--- src/rtl/osd_mam_arbiter.sv ---
// Round-robin arbiter sharing one MAM memory port between two requesters.
// One whole transaction (request plus all data beats) is granted at a time.
module osd_mam_arbiter #(
   parameter int DATA_WIDTH = 16,
   parameter int ADDR_WIDTH = 32
) (
   input  logic                    clk,
   input  logic                    rst,

   input  logic                    s0_req_valid,
   output logic                    s0_req_ready,
   input  logic                    s0_req_rw,
   input  logic [ADDR_WIDTH-1:0]   s0_req_addr,
   input  logic                    s0_req_burst,
   input  logic [13:0]             s0_req_size,
   input  logic                    s0_write_valid,
   output logic                    s0_write_ready,
   input  logic [DATA_WIDTH-1:0]   s0_write_data,
   input  logic [DATA_WIDTH/8-1:0] s0_write_strb,
   output logic                    s0_read_valid,
   input  logic                    s0_read_ready,
   output logic [DATA_WIDTH-1:0]   s0_read_data,

   input  logic                    s1_req_valid,
   output logic                    s1_req_ready,
   input  logic                    s1_req_rw,
   input  logic [ADDR_WIDTH-1:0]   s1_req_addr,
   input  logic                    s1_req_burst,
   input  logic [13:0]             s1_req_size,
   input  logic                    s1_write_valid,
   output logic                    s1_write_ready,
   input  logic [DATA_WIDTH-1:0]   s1_write_data,
   input  logic [DATA_WIDTH/8-1:0] s1_write_strb,
   output logic                    s1_read_valid,
   input  logic                    s1_read_ready,
   output logic [DATA_WIDTH-1:0]   s1_read_data,

   output logic                    m_req_valid,
   input  logic                    m_req_ready,
   output logic                    m_req_rw,
   output logic [ADDR_WIDTH-1:0]   m_req_addr,
   output logic                    m_req_burst,
   output logic [13:0]             m_req_size,
   output logic                    m_write_valid,
   input  logic                    m_write_ready,
   output logic [DATA_WIDTH-1:0]   m_write_data,
   output logic [DATA_WIDTH/8-1:0] m_write_strb,
   input  logic                    m_read_valid,
   output logic                    m_read_ready,
   input  logic [DATA_WIDTH-1:0]   m_read_data,

   output logic                    grant,
   output logic                    busy
);

   typedef enum logic [1:0] {
      IDLE = 2'd0,
      REQ  = 2'd1,
      DATA = 2'd2
   } state_t;

   state_t      state_q, state_d;
   logic        grant_q, grant_d;
   logic        last_q, last_d;
   logic [13:0] beats_q, beats_d;
   logic        rw_q, rw_d;

   logic                    sel_req_valid;
   logic                    sel_req_rw;
   logic [ADDR_WIDTH-1:0]   sel_req_addr;
   logic                    sel_req_burst;
   logic [13:0]             sel_req_size;
   logic                    sel_write_valid;
   logic [DATA_WIDTH-1:0]   sel_write_data;
   logic [DATA_WIDTH/8-1:0] sel_write_strb;
   logic                    sel_read_ready;
   logic                    beat;

   assign sel_req_valid   = grant_q ? s1_req_valid   : s0_req_valid;
   assign sel_req_rw      = grant_q ? s1_req_rw      : s0_req_rw;
   assign sel_req_addr    = grant_q ? s1_req_addr    : s0_req_addr;
   assign sel_req_burst   = grant_q ? s1_req_burst   : s0_req_burst;
   assign sel_req_size    = grant_q ? s1_req_size    : s0_req_size;
   assign sel_write_valid = grant_q ? s1_write_valid : s0_write_valid;
   assign sel_write_data  = grant_q ? s1_write_data  : s0_write_data;
   assign sel_write_strb  = grant_q ? s1_write_strb  : s0_write_strb;
   assign sel_read_ready  = grant_q ? s1_read_ready  : s0_read_ready;

   assign busy  = (state_q != IDLE);
   assign grant = grant_q;

   always_ff @(posedge clk) begin
      if (rst) begin
         state_q <= IDLE;
         grant_q <= 1'b0;
         last_q  <= 1'b1;
         beats_q <= '0;
         rw_q    <= 1'b0;
      end else begin
         state_q <= state_d;
         grant_q <= grant_d;
         last_q  <= last_d;
         beats_q <= beats_d;
         rw_q    <= rw_d;
      end
   end

   always_comb begin
      state_d = state_q;
      grant_d = grant_q;
      last_d  = last_q;
      beats_d = beats_q;
      rw_d    = rw_q;
      beat    = 1'b0;

      s0_req_ready   = 1'b0;
      s1_req_ready   = 1'b0;
      s0_write_ready = 1'b0;
      s1_write_ready = 1'b0;
      s0_read_valid  = 1'b0;
      s1_read_valid  = 1'b0;
      s0_read_data   = '0;
      s1_read_data   = '0;
      m_req_valid    = 1'b0;
      m_req_rw       = 1'b0;
      m_req_addr     = '0;
      m_req_burst    = 1'b0;
      m_req_size     = '0;
      m_write_valid  = 1'b0;
      m_write_data   = '0;
      m_write_strb   = '0;
      m_read_ready   = 1'b0;

      unique case (state_q)
         IDLE: begin
            if (s0_req_valid || s1_req_valid) begin
               // On a tie the port that did not win last time goes first
               grant_d = (s0_req_valid && s1_req_valid) ? ~last_q
                                                        : s1_req_valid;
               state_d = REQ;
            end
         end
         REQ: begin
            m_req_valid = sel_req_valid;
            m_req_rw    = sel_req_rw;
            m_req_addr  = sel_req_addr;
            m_req_burst = sel_req_burst;
            m_req_size  = sel_req_size;
            if (grant_q) s1_req_ready = m_req_ready;
            else         s0_req_ready = m_req_ready;
            if (sel_req_valid && m_req_ready) begin
               rw_d    = sel_req_rw;
               beats_d = (sel_req_burst && sel_req_size != '0)
                         ? sel_req_size : 14'd1;
               last_d  = grant_q;
               state_d = DATA;
            end
         end
         DATA: begin
            if (rw_q) begin
               m_write_valid = sel_write_valid;
               m_write_data  = sel_write_data;
               m_write_strb  = sel_write_strb;
               if (grant_q) s1_write_ready = m_write_ready;
               else         s0_write_ready = m_write_ready;
               beat = sel_write_valid && m_write_ready;
            end else begin
               m_read_ready = sel_read_ready;
               if (grant_q) begin
                  s1_read_valid = m_read_valid;
                  s1_read_data  = m_read_data;
               end else begin
                  s0_read_valid = m_read_valid;
                  s0_read_data  = m_read_data;
               end
               beat = m_read_valid && sel_read_ready;
            end
            if (beat) begin
               if (beats_q <= 14'd1) begin
                  beats_d = '0;
                  state_d = IDLE;
               end else begin
                  beats_d = beats_q - 14'd1;
               end
            end
         end
         default: state_d = IDLE;
      endcase
   end

endmodule
--- config.mk ---
export PLATFORM = sky130hd
export DESIGN_NAME = osd_mam_arbiter
export DESIGN_NICKNAME = d
export VERILOG_FILES = /design/src/rtl/osd_mam_arbiter.sv
export SDC_FILE = /design/constraint.sdc
export NUM_CORES = 1
export LEC_CHECK = 0
export BUFFER_PORTS_ARGS = -buffer_cell sky130_fd_sc_hd__buf_4
export CORE_AREA = 2 2 105 107
export CTS_CLUSTER_DIAMETER = 100
export DETAILED_ROUTE_END_ITERATION = 10
export DIE_AREA = 0 0 107 109
export RECOVER_POWER = 25
export SLEW_MARGIN = 20
export SYNTH_ARGS = -nofsm -noshare
export SYNTH_HDL_FRONTEND = slang
export SYNTH_SLANG_ARGS = --single-unit
--- constraint.sdc ---
create_clock -name clk -period 2.4 [get_ports clk]
set_input_delay 0.12 -clock clk [delete_from_list [all_inputs] [get_ports clk]]
set_output_delay 0.12 -clock clk [all_outputs]
set_load 0.05 [all_outputs]
==> results.cfg, run 1 <==
[finish]
seq_area_um2 = 380
nFillCells = 1099
final_nets = 790
syn2layout_area_growth_pct = 85.3
multi_input_area_um2 = 2160
diodes = 0
drive_gt1_frac = 0.519

[logic_synthesis]
syn_area_per_cell_um2 = 6.98
synth-edff-count = 0
synth_cells = 374
synthDistinctLibCells = 46
ys_warn_count = 0
ys.flop_type = dfxtp_1
ys_seq_elements = 19
syn_nets = 535
yosysSeqAreaShare = 0.146
async_flop_share = 0
synth.cell_area_um2 = 2610

[clock_tree]
cts.sinks = 19
insertion_delay_ns = 0.26
cts_buffer_depth = 2
cts_max_level = 1
hold_buffers = 0
tritoncts = done
cts_resized = 0
clk_pin_slew_worst_paths_ns = 0.07
cts_buffers = 3
root_buffer = clkbuf_8
post_cts_buffers = 0

[min_path]
hold_path_startpoint = s1_req_valid
whs_endpoint = grant
holdPathStages = 3
hold_path.class = primary input to flip-flop

[global_route]
antenna_found_initial = 0
grt_pass1_wl_mm = 19.3
grt_pass1_vias = 3494
grt_max_degree = 74
track_usage = 0.215
grt_overflow = 0

[setup_path]
cp_cell_sequence = buf_12 -> mux2i_1 -> nor2_1 -> buf_4
slowest_stage = dfxtp_1
reg2reg_depth = 6
critPathMaxStageDelay_ns = 0.66
r2r_start = beats_q[3]
worstPathMaxFanout = 73
endpoint_kind = output pin
cp_data_arrival_time_ns = 2.16
start_kind = flip-flop
worstSetupPathType = flip-flop to output pin
rrSetupSlack_ns = 0.20
required_ns = 2.28
r2r_end = beats_q[4]

[sta]
worst_slack_ns = 0.121
setup_violations = 0
fin_crit_ns = 2.28
rsz0062_at_grt = false
worstMarginPinSlew_ns = 0.638
fin_crit_sh = 0.950
final_hold_viol_count = 0
drv_slew = 0
worst_slew_margin_rel = 0.576
fmax_mhz = 439
clock_skew_ns = 0.00580
finalSetupTns_ns = 0

[outcome]
status = finished, final reports clean

[power_and_ir_drop]
leakagePower_uw = 0.00225
power.density_nw_per_um2 = 598
ir_drop_v = 0.000326

[die]
initial_utilization = 0.246
pin_count = 268
die_y_um = 109
coreArea_um2 = 10600
std_cell_rows = 38
dieArea_um2 = 11700
die_w_um = 107

[place]
dpl.hpwl_mm = 11.7
io_buffers = 267
dp_slack_ns = 0.277
gp_congestion = 0.938

[drt]
route.final.wire_length_mm = 13.8
wl_per_cell_um = 17.9
drc = 0
drt_iter0_markers = 265
routed_via_density = 4.83
final_antenna_net_count = 0
vias = 3713
firstDrtPassIters = 4

[run]
drv_cap = 0
## cell type report
| type | count | area share |
|---|---|---|
| multi-input combinational | 313 | 0.445 |
| clock buffer | 4 | 0.00931 |
| timing repair buffer | 276 | 0.418 |
| tap | 140 | 0.0362 |
| sequential | 19 | 0.0786 |
| inverter | 16 | 0.0124 |
## stage by stage
stage / hold WS [ns] / cell area [µm²] / utilization / instances / power, µW
4_1_cts: 0.165 / 4930 / 0.465 / 768 / 2970
2_1_floorplan: 0.285 / 2730 / - / 374 / 1960
5_1_grt: 0.183 / 4840 / 0.456 / 768 / 3040
6_report: 0.170 / 4840 / 0.456 / 768 / 2890
3_5_place_dp: 0.435 / 4880 / 0.460 / 764 / 2730
3_3_place_gp: 0.428 / 4880 / 0.460 / 764 / 2720
## cells in the mapped netlist (2+ instances only)
master	instances	area (µm²)
inv_1	16	60.1
a41oi_1	2	17.5
mux2i_1	69	691
dfxtp_1	19	380
nand3b_1	2	15.0
nand2b_1	8	50.1
a21oi_1	14	70.1
nand3_1	4	20.0
a32oi_1	2	17.5
nor4_1	7	43.8
and2_1	35	219
and2b_1	2	15.0
a31oi_1	6	37.5
ha_1	2	25.0
o221ai_1	3	26.3
buf_4	2	15.0
nor2_1	90	338
or3_1	2	12.5
nor2b_1	4	25.0
nor3_1	5	25.0
a221oi_1	2	17.5
o32a_1	2	20.0
clkbuf_1	11	41.3
nand2_1	15	56.3
buf_2	11	55.1
o21bai_1	3	22.5
o21ai_0	7	35.0
o32ai_1	10	87.6
o22a_1	2	17.5
## layer usage
layer / vias up / wire length (µm) / GRT usage
met5: - / 0 / 0
met4: 0 / 163 / 0.0427
met3: 12 / 986 / 0.0335
met2: 149 / 6860 / 0.370
met1: 1724 / 5750 / 0.285
li1: 1828 / - / -
## critical path, delay by kind of cell (launching register included)
| kind | cells | cell delay (ns) |
|---|---|---|
| AND/OR/NAND/NOR | 1 | 0.07 |
| flip-flops | 1 | 0.66 |
| multiplexers | 1 | 0.45 |
| buffers and inverters | 2 | 0.68 |
## flip-flops by register name, indices dropped and copies added, names as in the netlist
signal	flops
grant	1
state_q	2
rw_q	1
beats_q	14
last_q	1
## power by group
part | switching, µW | leakage [µW] | total (µW) | internal, µW
combinational | 1490 | 0.00208 | 2270 | 771
sequential | 50.3 | 0.000154 | 400 | 349
clock | 111 | 0.0000228 | 230 | 118
## kinds of logic after synthesis
| family | synth area share |
|---|---|
| simple gates | 0.339 |
| mux | 0.269 |
| compound gates | 0.165 |
| buf+inv | 0.0714 |
| flops | 0.146 |
| fa+ha+maj | 0.00958 |
## layout by cell type (no fill, tap or decap), drive strengths merged, types with 2 or more instances in the layout
cell / synthesis / layout
a21oi: 15 / 15
a41oi: 2 / 2
a31oi: 6 / 6
o21bai: 3 / 3
o32a: 2 / 2
nor3: 6 / 6
nand2: 15 / 15
and2: 35 / 35
nor2b: 4 / 4
clkbuf: 11 / 30
a32oi: 2 / 2
or3: 3 / 3
o21ai: 7 / 7
a221oi: 2 / 2
mux2i: 69 / 69
nor2: 90 / 90
nor4: 7 / 7
ha: 2 / 2
nand2b: 8 / 8
nand3: 4 / 4
buf: 15 / 250
o22a: 2 / 2
o221ai: 3 / 3
and2b: 2 / 2
nand3b: 2 / 2
dfxtp: 19 / 19
o32ai: 10 / 10
inv: 16 / 16
## how the worst max path moves through the flow
| stage | startpoint | end | slack (ns) | depth (start not counted) |
|---|---|---|---|---|
| after global placement | beats_q[0] | beats_q[4] | 0.45 | 8 |
| after floorplan | grant | m_req_addr[0] | 0.09 | 6 |
| after global routing | grant | m_req_size[1] | 0.05 | 4 |
| after detailed placement | beats_q[0] | beats_q[5] | 0.28 | 8 |
| after CTS | beats_q[0] | beats_q[5] | 0.25 | 8 |
| final | grant | m_req_size[10] | 0.12 | 4 |
Power figures use the tool's default switching activity.
==> inputs of run 2 (changes only) <==
Settings changed: CORE_AREA 2 2 105 107 to 2 2 104 106, DIE_AREA 0 0 107 109 to 0 0 106 108.
==> results.cfg, run 2 (synthesis results as in run 1) <==
[outcome]
status = finished, final reports clean

[place]
gp_congestion = 0.912
io_buffers = 267
dpl.hpwl_mm = 11.5
place_inst = 765

[clock_tree]
cts.sinks = 19
tritoncts = done
cts_buffers = 3
insertion_delay_ns = 0.26
cts_buffer_depth = 2
cts_resized = 0
hold_buffers = 0
root_buffer = clkbuf_8
cts_max_level = 1
clk_pin_slew_worst_paths_ns = 0.07
post_cts_buffers = 0

[global_route]
grt_pass1_wl_mm = 19.7
grt_overflow = 0
grt_pass1_vias = 3545
antenna_found_initial = 0
grt_max_degree = 25
track_usage = 0.217

[sta]
rsz0062_at_grt = false
fin_crit_ns = 2.15
worst_slew_margin_rel = 0.497
clock_skew_ns = 0.00334
fin_worst_hold_slack_ns = 0.159
finalSetupTns_ns = 0
fin_crit_sh = 0.895
worstMarginPinSlew_ns = 0.755
final_hold_viol_count = 0
drv_slew = 0
setup_violations = 0
fmax_mhz = 466

[setup_path]
rrSetupSlack_ns = 0.27
start_kind = flip-flop
critPathMaxStageDelay_ns = 0.47
reg2reg_depth = 6
required_ns = 2.28
cp_data_arrival_time_ns = 2.03
crit_family = buffers and inverters
worstPathMaxFanout = 17
r2r_end = beats_q[8]
endpoint_kind = output pin
cp_cell_sequence = buf_4 -> nor3_1 -> buf_4 -> and2_1 -> clkbuf_1
worstSetupPathType = flip-flop to output pin
r2r_start = beats_q[3]
cpMostUsedCell = buf_4
slowest_stage = clkbuf_1
critical_path_buf_inv_count = 3

[drt]
final_antenna_net_count = 0
vias = 3705
route.final.wire_length_mm = 13.6
drc = 0
wl_per_cell_um = 17.7
firstDrtPassIters = 5
drt_iter0_markers = 250
routed_via_density = 4.82

[die]
die_y_um = 108
dieArea_um2 = 11400
pin_count = 268
initial_utilization = 0.255
die_w_um = 106
std_cell_rows = 37
coreArea_um2 = 10200

[finish]
syn2layout_area_growth_pct = 85.4
layout_common_cells = buf_4, mux2i_1, nor2_2
final_nets = 795
diodes = 0
regMostFlops = beats_q
fin_cells = 769
nFillCells = 1068
reg.largest.list = beats_q x14, state_q x2
final_common_cell = buf_4
drive_gt1_frac = 0.506
largest_reg_flops = 14

[power_and_ir_drop]
power.density_nw_per_um2 = 596
clkPwrFrac = 0.079
leakagePower_uw = 0.00224
p_switching_uw = 1650
internal_power_uw = 1240
finalPower_uw = 2880
p_comb_frac = 0.783
switching_share = 0.571
seqPwrFrac = 0.138
ir_drop_v = 0.000354

[min_path]
hold_path_startpoint = s1_req_valid
hold_path.class = primary input to flip-flop
holdPathStages = 3
whs_endpoint = grant

[run]
drv_cap = 0
run 2: changes by cell type in the layout (fill, tap and decap cells not counted), sizes merged:
cell    change
buf        +10
clkbuf      -5
run 2: worst reg2reg max path, cell delays in order (launching register included):
cell	delay, ns
dfxtp_1	0.34
or3_4	0.43
nor4b_2	0.51
a21oi_2	0.22
buf_4	0.21
a31oi_1	0.19
o32ai_1	0.11
run 2: per-stage QoR:
step                cell area [µm²]  worst slack (ns)  utilization
floorplan                      2730            0.0896            -
global placement               4890             0.469        0.478
detailed placement             4890             0.396        0.478
CTS                            4930             0.342        0.482
global route                   4840             0.126        0.473
finish                         4840             0.253        0.473
run 2: final cells by class:
class,instances,area (µm²),share of cell area
multi-input cells,313,2150,0.444
flip-flops and latches,19,384,0.0793
clock buffers,4,45.0,0.00930
well taps,136,170,0.0352
inverters,16,60.1,0.0124
repair buffers,281,2030,0.420
run 2: worst max-delay path by stage:
| stage | start | end | slack, ns | depth (start not counted) |
|---|---|---|---|---|
| finish | grant | s0_read_data[11] | 0.25 | 5 |
| global route | state_q[0] | s0_read_data[3] | 0.13 | 5 |
| CTS | grant | m_req_size[1] | 0.34 | 5 |
| detailed placement | beats_q[0] | beats_q[9] | 0.40 | 8 |
| global placement | beats_q[0] | beats_q[9] | 0.47 | 8 |
| floorplan | grant | m_req_addr[0] | 0.09 | 6 |
run 2: power by group through the flow:
stage                     Sequential [µW]  Combinational (µW)  Clock, µW
after floorplan                       385                1580          0
after global placement                402                2290          0
after detailed placement              405                2310          0
after CTS                             398                2320        231
after global routing                  407                2390        249
final                                 398                2260        228
run 2: metal layers:
| layer | share of wire | vias up | track usage |
|---|---|---|---|
| met5 | 0 | - | 0 |
| met4 | 0.022 | 0 | 0.0564 |
| met3 | 0.054 | 21 | 0.0386 |
| met2 | 0.52 | 122 | 0.389 |
| met1 | 0.41 | 1731 | 0.268 |
| li1 | - | 1831 | - |
